--- src/rtl/jtag_tap_regs_if.sv ---
`default_nettype none
// ============================================================================
// Module      : jtag_tap_regs_if
// Description : Strobe, serial-data and debug-side bundle between tap_fsm,
//               the debug module and the JTAG TAP register block.
//               master : tap_fsm / debug side, drives strobes, tdi and
//                        user_cap_i, and observes the outputs.
//               slave  : jtag_tap_regs, consumes strobes and drives tdo,
//                        tdo_oe, instr_o, user_dr_o and user_upd_o.
// Revision    : 1.0 - initial release
// ============================================================================
interface jtag_tap_regs_if #(
  parameter int IR_W   = 5,
  parameter int USER_W = 32
);
  logic              tdi;
  logic              ir_shift;
  logic              ir_clock;
  logic              ir_upd;
  logic              dr_shift;
  logic              dr_clock;
  logic              dr_upd;
  logic              jtag_rst;
  logic              irdr_select;
  logic              tdo_ena;
  logic [USER_W-1:0] user_cap_i;
  logic              tdo;
  logic              tdo_oe;
  logic [IR_W-1:0]   instr_o;
  logic [USER_W-1:0] user_dr_o;
  logic              user_upd_o;

  modport master (
    output tdi, ir_shift, ir_clock, ir_upd, dr_shift, dr_clock, dr_upd,
           jtag_rst, irdr_select, tdo_ena, user_cap_i,
    input  tdo, tdo_oe, instr_o, user_dr_o, user_upd_o
  );

  modport slave (
    input  tdi, ir_shift, ir_clock, ir_upd, dr_shift, dr_clock, dr_upd,
           jtag_rst, irdr_select, tdo_ena, user_cap_i,
    output tdo, tdo_oe, instr_o, user_dr_o, user_upd_o
  );
endinterface
`default_nettype wire

--- src/rtl/jtag_tap_regs.sv ---
`default_nettype none
// ============================================================================
// Module      : jtag_tap_regs
// Description : Instruction register, data-register bank (IDCODE, BYPASS,
//               USER) and TDO output stage of a JTAG TAP. Driven by the
//               state-decoded strobes of tap_fsm.
// Ports       : tck  - TAP clock
//               trst - asynchronous active-high reset
//               bus  - jtag_tap_regs_if.slave: strobes, tdi, user_cap_i in;
//                      tdo, tdo_oe, instr_o, user_dr_o, user_upd_o out
// Revision    : 1.0 - initial release
// ============================================================================
module jtag_tap_regs #(
  parameter int              IR_W         = 5,
  parameter int              USER_W       = 32,
  parameter logic [31:0]     IDCODE_VAL   = 32'h1000_0A6B,
  parameter logic [IR_W-1:0] INSTR_IDCODE = 5'h01,
  parameter logic [IR_W-1:0] INSTR_USER   = 5'h10,
  parameter logic [IR_W-1:0] INSTR_BYPASS = 5'h1F
) (
  input  wire logic     tck,
  input  wire logic     trst,
  jtag_tap_regs_if.slave bus
);

  // IEEE 1149.1 capture pattern for the IR: '01' in the two LSBs.
  localparam logic [IR_W-1:0] C_IR_CAPTURE = IR_W'(1);

  typedef enum logic [1:0] {
    SEL_BYPASS = 2'd0,
    SEL_IDCODE = 2'd1,
    SEL_USER   = 2'd2
  } dr_sel_t;

  logic [IR_W-1:0]   r_ir_sr;
  logic [IR_W-1:0]   r_instr;
  logic              r_bypass_sr;
  logic [31:0]       r_idcode_sr;
  logic [USER_W-1:0] r_user_sr;
  logic [USER_W-1:0] r_user_dr;
  logic              r_user_upd;
  logic              r_tdo;
  logic              r_tdo_oe;

  dr_sel_t           w_dr_sel;
  logic              w_dr_lsb;
  logic              w_ir_active;
  logic              w_ir_capture;
  logic              w_ir_shift;
  logic              w_dr_capture;
  logic              w_dr_shift;
  logic              w_dr_update;

  // Opcode decode; anything that is neither IDCODE nor USER is BYPASS,
  // which covers INSTR_BYPASS itself.
  always_comb begin
    w_dr_sel = SEL_BYPASS;
    if (r_instr == INSTR_IDCODE) begin
      w_dr_sel = SEL_IDCODE;
    end else if (r_instr == INSTR_USER) begin
      w_dr_sel = SEL_USER;
    end else if (r_instr == INSTR_BYPASS) begin
      w_dr_sel = SEL_BYPASS;
    end
  end

  // Any IR strobe masks the DR strobes: tap_fsm never asserts both groups,
  // and if it ever did the IR path is the one kept consistent.
  assign w_ir_active  = bus.ir_shift | bus.ir_clock | bus.ir_upd;
  assign w_ir_capture = bus.ir_clock & ~bus.ir_shift;
  assign w_ir_shift   = bus.ir_clock &  bus.ir_shift;
  assign w_dr_capture = ~w_ir_active & bus.dr_clock & ~bus.dr_shift;
  assign w_dr_shift   = ~w_ir_active & bus.dr_clock &  bus.dr_shift;
  assign w_dr_update  = ~w_ir_active & bus.dr_upd & (w_dr_sel == SEL_USER);

  // Instruction register and active instruction.
  always_ff @(posedge tck or posedge trst) begin
    if (trst) begin
      r_ir_sr <= C_IR_CAPTURE;
      r_instr <= INSTR_IDCODE;
    end else if (bus.jtag_rst) begin
      r_ir_sr <= C_IR_CAPTURE;
      r_instr <= INSTR_IDCODE;
    end else begin
      if (w_ir_capture) begin
        r_ir_sr <= C_IR_CAPTURE;
      end else if (w_ir_shift) begin
        r_ir_sr <= {bus.tdi, r_ir_sr[IR_W-1:1]};
      end
      // Update uses the pre-edge IR contents.
      if (bus.ir_upd) begin
        r_instr <= r_ir_sr;
      end
    end
  end

  // Data-register bank; only the register selected by the active
  // instruction captures or shifts, the others hold.
  always_ff @(posedge tck or posedge trst) begin
    if (trst) begin
      r_bypass_sr <= 1'b0;
      r_idcode_sr <= IDCODE_VAL;
      r_user_sr   <= '0;
      r_user_dr   <= '0;
      r_user_upd  <= 1'b0;
    end else if (bus.jtag_rst) begin
      r_bypass_sr <= 1'b0;
      r_idcode_sr <= IDCODE_VAL;
      r_user_sr   <= '0;
      r_user_dr   <= '0;
      r_user_upd  <= 1'b0;
    end else begin
      r_user_upd <= 1'b0;
      if (w_dr_capture) begin
        case (w_dr_sel)
          SEL_IDCODE: r_idcode_sr <= IDCODE_VAL;
          SEL_USER:   r_user_sr   <= bus.user_cap_i;
          default:    r_bypass_sr <= 1'b0;
        endcase
      end else if (w_dr_shift) begin
        case (w_dr_sel)
          SEL_IDCODE: r_idcode_sr <= {bus.tdi, r_idcode_sr[31:1]};
          SEL_USER:   r_user_sr   <= {bus.tdi, r_user_sr[USER_W-1:1]};
          default:    r_bypass_sr <= bus.tdi;
        endcase
      end
      if (w_dr_update) begin
        r_user_dr  <= r_user_sr;
        r_user_upd <= 1'b1;
      end
    end
  end

  always_comb begin
    w_dr_lsb = r_bypass_sr;
    case (w_dr_sel)
      SEL_IDCODE: w_dr_lsb = r_idcode_sr[0];
      SEL_USER:   w_dr_lsb = r_user_sr[0];
      default:    w_dr_lsb = r_bypass_sr;
    endcase
  end

  // TDO is launched on the falling edge so the shift-register LSB is
  // presented half a tck before the rising edge that shifts it out.
  always_ff @(negedge tck or posedge trst) begin
    if (trst) begin
      r_tdo    <= 1'b0;
      r_tdo_oe <= 1'b0;
    end else begin
      r_tdo_oe <= bus.tdo_ena;
      if (bus.tdo_ena) begin
        r_tdo <= bus.irdr_select ? r_ir_sr[0] : w_dr_lsb;
      end
    end
  end

  assign bus.tdo        = r_tdo;
  assign bus.tdo_oe     = r_tdo_oe;
  assign bus.instr_o    = r_instr;
  assign bus.user_dr_o  = r_user_dr;
  assign bus.user_upd_o = r_user_upd;

endmodule
`default_nettype wire

--- src/flat_wrapper.sv ---
// flat-port wrapper written by rule: the top's interface ports become plain ports
module jtag_tap_regs_flat 
#(
  parameter int              IR_W         = 5,
  parameter int              USER_W       = 32,
  parameter logic [31:0]     IDCODE_VAL   = 32'h1000_0A6B,
  parameter logic [IR_W-1:0] INSTR_IDCODE = 5'h01,
  parameter logic [IR_W-1:0] INSTR_USER   = 5'h10,
  parameter logic [IR_W-1:0] INSTR_BYPASS = 5'h1F
)
  (tck, trst, bus_tdi, bus_ir_shift, bus_ir_clock, bus_ir_upd, bus_dr_shift, bus_dr_clock, bus_dr_upd, bus_jtag_rst, bus_irdr_select, bus_tdo_ena, bus_user_cap_i, bus_tdo, bus_tdo_oe, bus_instr_o, bus_user_dr_o, bus_user_upd_o);
  jtag_tap_regs_if #(.IR_W(IR_W), .USER_W(USER_W)) bus_i ();
  input  wire logic tck;
  input  wire logic trst;
  input wire logic [$bits(bus_i.tdi)-1:0] bus_tdi;
  input wire logic [$bits(bus_i.ir_shift)-1:0] bus_ir_shift;
  input wire logic [$bits(bus_i.ir_clock)-1:0] bus_ir_clock;
  input wire logic [$bits(bus_i.ir_upd)-1:0] bus_ir_upd;
  input wire logic [$bits(bus_i.dr_shift)-1:0] bus_dr_shift;
  input wire logic [$bits(bus_i.dr_clock)-1:0] bus_dr_clock;
  input wire logic [$bits(bus_i.dr_upd)-1:0] bus_dr_upd;
  input wire logic [$bits(bus_i.jtag_rst)-1:0] bus_jtag_rst;
  input wire logic [$bits(bus_i.irdr_select)-1:0] bus_irdr_select;
  input wire logic [$bits(bus_i.tdo_ena)-1:0] bus_tdo_ena;
  input wire logic [$bits(bus_i.user_cap_i)-1:0] bus_user_cap_i;
  output wire logic [$bits(bus_i.tdo)-1:0] bus_tdo;
  output wire logic [$bits(bus_i.tdo_oe)-1:0] bus_tdo_oe;
  output wire logic [$bits(bus_i.instr_o)-1:0] bus_instr_o;
  output wire logic [$bits(bus_i.user_dr_o)-1:0] bus_user_dr_o;
  output wire logic [$bits(bus_i.user_upd_o)-1:0] bus_user_upd_o;
  assign bus_i.tdi = bus_tdi;
  assign bus_i.ir_shift = bus_ir_shift;
  assign bus_i.ir_clock = bus_ir_clock;
  assign bus_i.ir_upd = bus_ir_upd;
  assign bus_i.dr_shift = bus_dr_shift;
  assign bus_i.dr_clock = bus_dr_clock;
  assign bus_i.dr_upd = bus_dr_upd;
  assign bus_i.jtag_rst = bus_jtag_rst;
  assign bus_i.irdr_select = bus_irdr_select;
  assign bus_i.tdo_ena = bus_tdo_ena;
  assign bus_i.user_cap_i = bus_user_cap_i;
  assign bus_tdo = bus_i.tdo;
  assign bus_tdo_oe = bus_i.tdo_oe;
  assign bus_instr_o = bus_i.instr_o;
  assign bus_user_dr_o = bus_i.user_dr_o;
  assign bus_user_upd_o = bus_i.user_upd_o;
  jtag_tap_regs #(.IR_W(IR_W), .USER_W(USER_W), .IDCODE_VAL(IDCODE_VAL), .INSTR_IDCODE(INSTR_IDCODE), .INSTR_USER(INSTR_USER), .INSTR_BYPASS(INSTR_BYPASS)) u_core (.tck(tck), .trst(trst), .bus(bus_i));
endmodule
--- config.mk ---
export PLATFORM = sky130hd
export DESIGN_NAME = jtag_tap_regs_flat
export DESIGN_NICKNAME = d
export VERILOG_FILES = /design/src/rtl/jtag_tap_regs_if.sv /design/src/rtl/jtag_tap_regs.sv /design/src/flat_wrapper.sv
export SDC_FILE = /design/constraint.sdc
export NUM_CORES = 1
export LEC_CHECK = 0
export BUFFER_PORTS_ARGS = -buffer_cell sky130_fd_sc_hd__buf_2
export CAP_MARGIN = 30
export CORE_ASPECT_RATIO = 1.5
export CORE_MARGIN = 3
export CORE_UTILIZATION = 35
export CTS_CLUSTER_DIAMETER = 200
export DETAILED_ROUTE_END_ITERATION = 16
export SYNTH_ARGS = -nofsm -noshare
export SYNTH_HDL_FRONTEND = slang
export SYNTH_SLANG_ARGS = --single-unit
--- constraint.sdc ---
create_clock -name tck -period 4.4 [get_ports tck]
set_clock_uncertainty 0.15 [all_clocks]
set_input_delay 0.88 -clock tck [delete_from_list [all_inputs] [get_ports tck]]
set_output_delay 0.88 -clock tck [all_outputs]
set_load 0.05 [all_outputs]
==> impl_results.md, run 1 <==
- Register area share after synthesis: 50.38%
- Resize count post-CTS: 0
- Worst Min Path Start: u_core.bus.tdo$_DFFE_NP0P_
- DIE WIDTH: approximately 110 µm
- Leak Pwr: 0.002952 µW
- Total grt overflow: 0
- Die Y: about 160 µm
- Fin cells: 756
- Die footprint: 0.01725 mm²
- Worst slew margin: 47.26%
- Top Metal Used: met5
- Max Cap Viol: 0
- Placed cells: 740
- Max clock buf depth: 2
- GPL Wtd Cong: 0.7754
- Seq pwr share: around 50%
- Syn Inst Count: just under 500
- Number of global-route vias before repair: 4138
- Int Pwr: 1576 µW
- Iter 0 DRT Violations: between 150 and 200
- CTS tree: done
- Total track usage: around 16%
- Slowest cell delay on critical path: 420 ps
- Critical Path AT: 3240 ps
- First-pass GRT wire length: 21.70 mm
- Power consumption: 2053 µW
- Routed wl met3: 539 µm
- Filler cell count: 1446
- Layout cells sized above 1: between 20% and 30%
- TritonCTS Buffers: 9
- Syn Nets: 540
- Clock power share: 43.0%
- Setup_tns: 0 ps
- Comb pwr share: a little over 7%
- Synth warn: 0
- Critical path class: reg2out
- DRC Markers: 0
- RSZ-0062 raised after global routing: no
- Crit path max fanout: 2
- Worst path slowest cell: dfrtn_1
- H-tree depth: 3
- Top cells by area, synth: dfrtp_1 (45%), mux2i_1 (18%), nand2b_1 (11%)
- Via density: 5.159
- Final Hold Vio Count: 0
- Crit. Startpoint: u_core.bus.tdo$_DFFE_NP0P_
- Switch Pwr: 477.8 µW
- CP bufs+invs: 1
- #FFs+latches synth: 110
- Via count: around 4000
- Switching Fraction: a little under a quarter
- Hold path depth: 2
- Clk sinks: 110
- Post-CTS Setup Bufs: 0
- Met2 Wirelength: 6.350 mm
- Max rail drop VDD: 168.8 µV
- Reg clk slew, reported paths: approximately 50 ps
- Starting density of the core: 36.09%
- Crit-path cells: buf_2
- Synth Area per Inst: 11.07 µm²
- Area Growth Syn to Fin: 16.07%
- Worst-Margin Slew: 791.2 ps
- Top cell type by total area after synthesis: dfrtp_1
- R2r worst-path depth: 3
- Top Family by Delay on Critical Path: flip-flops
- CTS root buf: clkbuf_16
- Row count: 55
- Dominant synthesized flop cell: dfrtp_1
- EDFF count, synth: 0
- Antenna cells: 0
- Hpwl dp: 8.308 mm
- Critical Path Start Type: register
- WL per Instance: 17.15 µm
- Reg2reg start: u_core.bus.instr_o[0]$_DFFE_PP1P_
- Final setup violating endpoints: 0
- Status: finished clean
- Hold Buf Count CTS: 0
- Pins over their slew limit: 0
- I/O pin count: 84
- DR pass1 iterations: 5
- Worst skew pair latency: 350 ps
- Core area: 0.01521 mm²
- Sequential standard cell area: 0.002765 mm²
- Commonest cells post-synth: mux2i_1 (101), dfrtp_1 (98), nand2b_1 (95), a211oi_1 (32), a31oi_1 (32)
- Worst hold path type: reg2reg
- Largest net degree at the start of global routing: 68
- Multi-input combinational cell area: 0.002502 mm²
- Crit end category: output pin
- Share of synthesized registers carrying an async set or reset: 100.0%
- DRT met1 WL: 5.789 mm
- Initial antenna violation count: 1
- Final net count: 596
- Area fraction of the dominant cell type after synthesis: 44.68%
- Antenna Violating Nets Remaining: 0
- Worst Path Required: around 3400 ps
- Most frequent cell after synthesis: mux2i_1
- Critical path depth: 1
- WL final: approximately 13 mm
- Synth unique cells: 33
- Synth Cell Area: 0.005489 mm²
- Power density over the cells: 322.3 mW/mm²
- IO buf count: 83
## metrics by stage
| stage | worst slack (ps) | utilization [%] | cell area, µm² | hold WS, ps |
|---|---|---|---|---|
| after floorplan | -51.59 | - | 5493 | 335.4 |
| after global placement | 514.8 | 39.59 | 6021 | 284.2 |
| after detailed placement | 507.7 | 39.77 | 6048 | 296.0 |
| after CTS | 132.6 | 41.89 | 6371 | 293.9 |
| after global routing | 98.04 | 41.89 | 6371 | 343.0 |
| final | 131.9 | 41.89 | 6371 | 304.6 |
## layout make-up
class                      count  area share (%)
clock inverter                 7           1.532
inverter                       2          0.1767
sequential                   110           43.40
tap                          199           3.908
multi-input combinational    335           39.28
clock buffer                   9           3.535
timing repair buffer          94           8.170
## layer usage
layer / vias up / global-route usage [%]
met1: 1937 / 20.80
met3: 19 / 3.002
li1: 1857 / -
met2: 85 / 25.25
met5: - / 0
met4: 2 / 5.686
## power groups by stage
stage | sequential, µW | clock, µW | combinational, µW
final | 1020 | 884 | 147
after global routing | 1020 | 947 | 163
after global placement | 1040 | 0 | 149
after floorplan | 1050 | 0 | 94.1
after CTS | 1020 | 912 | 150
after detailed placement | 1040 | 0 | 150
## final timing paths
path                                                    end  slack (ps)
max                                                 bus_tdo         130
min                              u_core.bus.tdo$_DFFE_NP0P_         300
max reg2reg                      u_core.bus.tdo$_DFFE_NP0P_         860
min reg2reg                      u_core.bus.tdo$_DFFE_NP0P_         300
max in group asynchronous        u_core.bus.tdo$_DFFE_NP0P_        1590
min in group asynchronous  u_core.r_user_sr[24]$_DFFE_PP0P_         670
## worst min-delay path: stages, from the launching register on
cell and delay (ps):
dfrtn_1 420, a21oi_1 70, o41ai_1 50
## layout by cell type (no fill, tap or decap), types with 2 or more instances in the layout
master        n
and3_1        2
nand3b_1     17
clkinvlp_4    3
mux2i_1     101
nand2_1       8
nor3b_1       2
clkbuf_16     9
a21oi_1       6
nand2b_1     95
nor2_1       19
dfrtn_1       2
bufinv_16     2
buf_4        11
dfrtp_1      98
nor2b_1       2
dfstp_2      10
and2_1        2
a211oi_1     32
nand3_1       4
buf_2        82
a31oi_1      32
## cell families (layout without fill, tap and decap cells)
group	Yosys count	count (layout)	share of synthesized area [%]
AO/OA/AOI/OAI	75	75	9.255
XOR/XNOR	1	1	0.1596
buffers and inverters	51	112	4.194
flip-flops	110	110	50.38
multiplexers	101	101	18.42
AND/OR/NAND/NOR	158	158	17.60
## sequential cells by signal, summed over array words and instances (netlist names)
| name | count |
|---|---|
| u_core.r_user_sr | 32 |
| u_core.bus.tdo_oe | 1 |
| u_core.bus.user_dr_o | 32 |
| u_core.bus.user_upd_o | 1 |
| u_core.bus.tdo | 1 |
| u_core.bus.instr_o | 5 |
| u_core.r_idcode_sr | 32 |
| u_core.r_bypass_sr | 1 |
| u_core.r_ir_sr | 5 |
No activity file was read; power rests on OpenSTA's default activity.
==> run 2: changes to the inputs <==
Settings changed: ABC_AREA from default to 1.
==> impl_results.md, run 2 <==
- Power density over the cells: 335.1 mW/mm² (+4.0%)
- Worst slew margin: 44.42% (-2.8 points)
- Largest net degree at the start of global routing: 66 (-2.9%)
- Most common cell after layout, fill and taps aside: nand2_1
- Die Y: 152.4 µm (-4.4%)
- Pins over their slew limit: 0 (unchanged)
- I/O pin count: 84 (unchanged)
- Switch Pwr: 470.1 µW (-1.6%)
- Dominant synthesized flop cell: dfrtp_1
- Worst skew pair latency: 340 ps (about the same)
- Synth Cell Area: 0.005002 mm² (-8.9%)
- Via count: 4071 (+4.4%)
- CP bufs+invs: 1 (unchanged)
- Total grt overflow: 0 (unchanged)
- Share of synthesized registers carrying an async set or reset: 100.0% (unchanged)
- DRC Markers: 0 (unchanged)
- Slowest cell delay on critical path: 410 ps (about the same)
- Critical Path Start Type: register
- Comb pwr share: 7.5% (+0.3 points)
- Reg2reg start: u_core.bus.instr_o[0]$_DFFE_PP1P_
- Max Cap Viol: 0 (unchanged)
- Most frequent cells in the layout: nand2_1 (229), dfrtp_1 (98), buf_2 (83)
- Register-to-register path setup slack: 760 ps (-100 ps)
- Switching Fraction: 24.09% (+0.82 points)
- Worst setup margin: 149.1 ps (+17.20 ps)
- Antenna Violating Nets Remaining: 0 (unchanged)
- H-tree depth: 3 (unchanged)
- Crit-path cells: buf_2
- Max clock buf depth: 2 (unchanged)
- Int Pwr: 1482 µW (-6.0%)
- Iter 0 DRT Violations: 223 (+12%)
- Top Family by Delay on Critical Path: flip-flops
- Number of global-route vias before repair: 4091 (-1.1%)
- Clk sinks: 110 (unchanged)
- DIE WIDTH: 103.6 µm (-4.3%)
- Power consumption: 1952 µW (-5.0%)
- Final Hold Vio Count: 0 (unchanged)
- Antenna cells: 0 (unchanged)
- Worst path slowest cell: dfrtn_1
- Total track usage: 14.53% (-1.1 points)
- First-pass GRT wire length: 19.22 mm (-11%)
- Sequential standard cell area: 0.002765 mm² (unchanged)
- WL final: 11.21 mm (-14%)
- Register area share after synthesis: 55.28% (+4.9 points)
- Worst Path Required: 3370 ps (about the same)
- Layout cells sized above 1: 18.99% (-3.6 points)
- Seq pwr share: 53.8% (+4.0 points)
- Worst hold path type: reg2reg
- Filler cell count: 1402 (-3.0%)
- Area fraction of the dominant cell type after synthesis: 49.02% (+4.3 points)
- Die footprint: 0.01579 mm² (-8.5%)
- IO buf count: 83 (unchanged)
- WL per Instance: 12.75 µm (-26%)
- Initial antenna violation count: 0 (-1)
- Commonest cells post-synth: nand2_1 (229), dfrtp_1 (98), inv_1 (78), nand3_1 (62), o21ai_0 (41)
- Worst Min Path Start: u_core.bus.tdo$_DFFE_NP0P_
- Synth unique cells: 28 (-15%)
- Hold Buf Count CTS: 0 (unchanged)
- Crit. Startpoint: u_core.bus.tdo$_DFFE_NP0P_
- Final net count: 729 (+22%)
- Area Growth Syn to Fin: 16.43%
- EDFF count, synth: 0 (unchanged)
- Post-layout util: 42.43% (+0.53 points)
- Row count: 52 (-5.5%)
- Worst-Margin Slew: 833.6 ps (+42.48 ps)
- Crit end category: output pin
- Top cell type by total area after synthesis: dfrtp_1
- Status: finished clean
- Synth Area per Inst: 8.160 µm² (-26%)
- Most frequent cell after synthesis: nand2_1
- Starting density of the core: 36.44% (+0.35 points)
- #FFs+latches synth: 110 (unchanged)
- DR pass1 iterations: 5 (unchanged)
- Critical path class: reg2out
- Syn Nets: 657 (+22%)
- Critical Path AT: 3220 ps (-20 ps)
- Core area: 0.01373 mm² (-9.7%)
- Leak Pwr: 0.003169 µW (+7.3%)
- Pre-CTS setup slack: 514.1 ps (+6.454 ps)
- CTS root buf: clkbuf_16
- Clock power share: 38.8% (-4.2 points)
- Placed cells: 863 (+17%)
- Reg clk slew, reported paths: 50 ps (about the same)
- Fin cells: 879 (+16%)
- Hpwl dp: 7.670 mm (-7.7%)
- Top cells by area, synth: dfrtp_1 (49%), nand2_1 (17%), nand3_1 (6.2%)
- GPL Wtd Cong: 0.7803 (+0.63%)
- Max rail drop VDD: 203.6 µV (+21%)
- Synth warn: 0 (unchanged)
- RSZ-0062 raised after global routing: no
- Resize count post-CTS: 0 (unchanged)
- CTS tree: done
- Final setup violating endpoints: 0 (unchanged)
- TritonCTS Buffers: 9 (unchanged)
- Multi-input combinational cell area: 0.001754 mm² (-30%)
- Syn Inst Count: 613 (+24%)
- Crit path max fanout: 2 (unchanged)
- Via density: 4.631 (-10%)
- Post-CTS Setup Bufs: 0 (unchanged)
-- run 2: final timing paths --
kind                                                        to  cells after the start
setup reg to reg                    u_core.bus.tdo$_DFFE_NP0P_                      7
min in group asynchronous  u_core.bus.user_dr_o[5]$_DFFE_PP0P_                      3
hold reg to reg                     u_core.bus.tdo$_DFFE_NP0P_                      2
setup / recovery                                       bus_tdo                      1
max in group asynchronous           u_core.bus.tdo$_DFFE_NP0P_                      2
hold / removal                      u_core.bus.tdo$_DFFE_NP0P_                      2
-- run 2: metrics by stage --
stage / hold slack (ps) / TNS, ps / area (µm²)
3_3_place_gp: 274.2 / 0 / 5539
4_1_cts: 284.4 / 0 / 5824
3_5_place_dp: 281.8 / 0 / 5554
5_1_grt: 302.4 / 0 / 5824
2_1_floorplan: 291.9 / -103.2 / 5006
6_report: 279.8 / 0 / 5824
-- run 2: power by group through the flow --
stage / combinational (µW) / clock (µW) / sequential, µW
global route: 168 / 816 / 1050
finish: 146 / 757 / 1050
global placement: 145 / 0 / 1070
CTS: 150 / 779 / 1050
detailed placement: 149 / 0 / 1070
floorplan: 88.8 / 0 / 1080
-- run 2: cell type report --
cell class	instances	area share [%]
clock buffer	13	4.296
multi-input combinational	391	30.12
sequential	110	47.48
clock inverter	3	0.3437
inverter	81	5.285
timing repair buffer	92	8.421
tap	189	4.060
-- run 2: cells by family after synthesis --
logic type	count (synthesis)	synth area share [%]
AOI/OAI and AO/OA	72	7.429
buffers and inverters	112	9.705
DFF	110	55.28
and+or+nand+nor	319	27.59
-- run 2: layer usage --
layer | global-route usage (%) | up-vias | share of wire [%]
met5 | 0 | - | 0
met1 | 17.79 | 1924 | 44
met2 | 25.47 | 94 | 50
met3 | 3.518 | 13 | 4.2
met4 | 4.183 | 0 | 1.5
li1 | - | 2040 | -
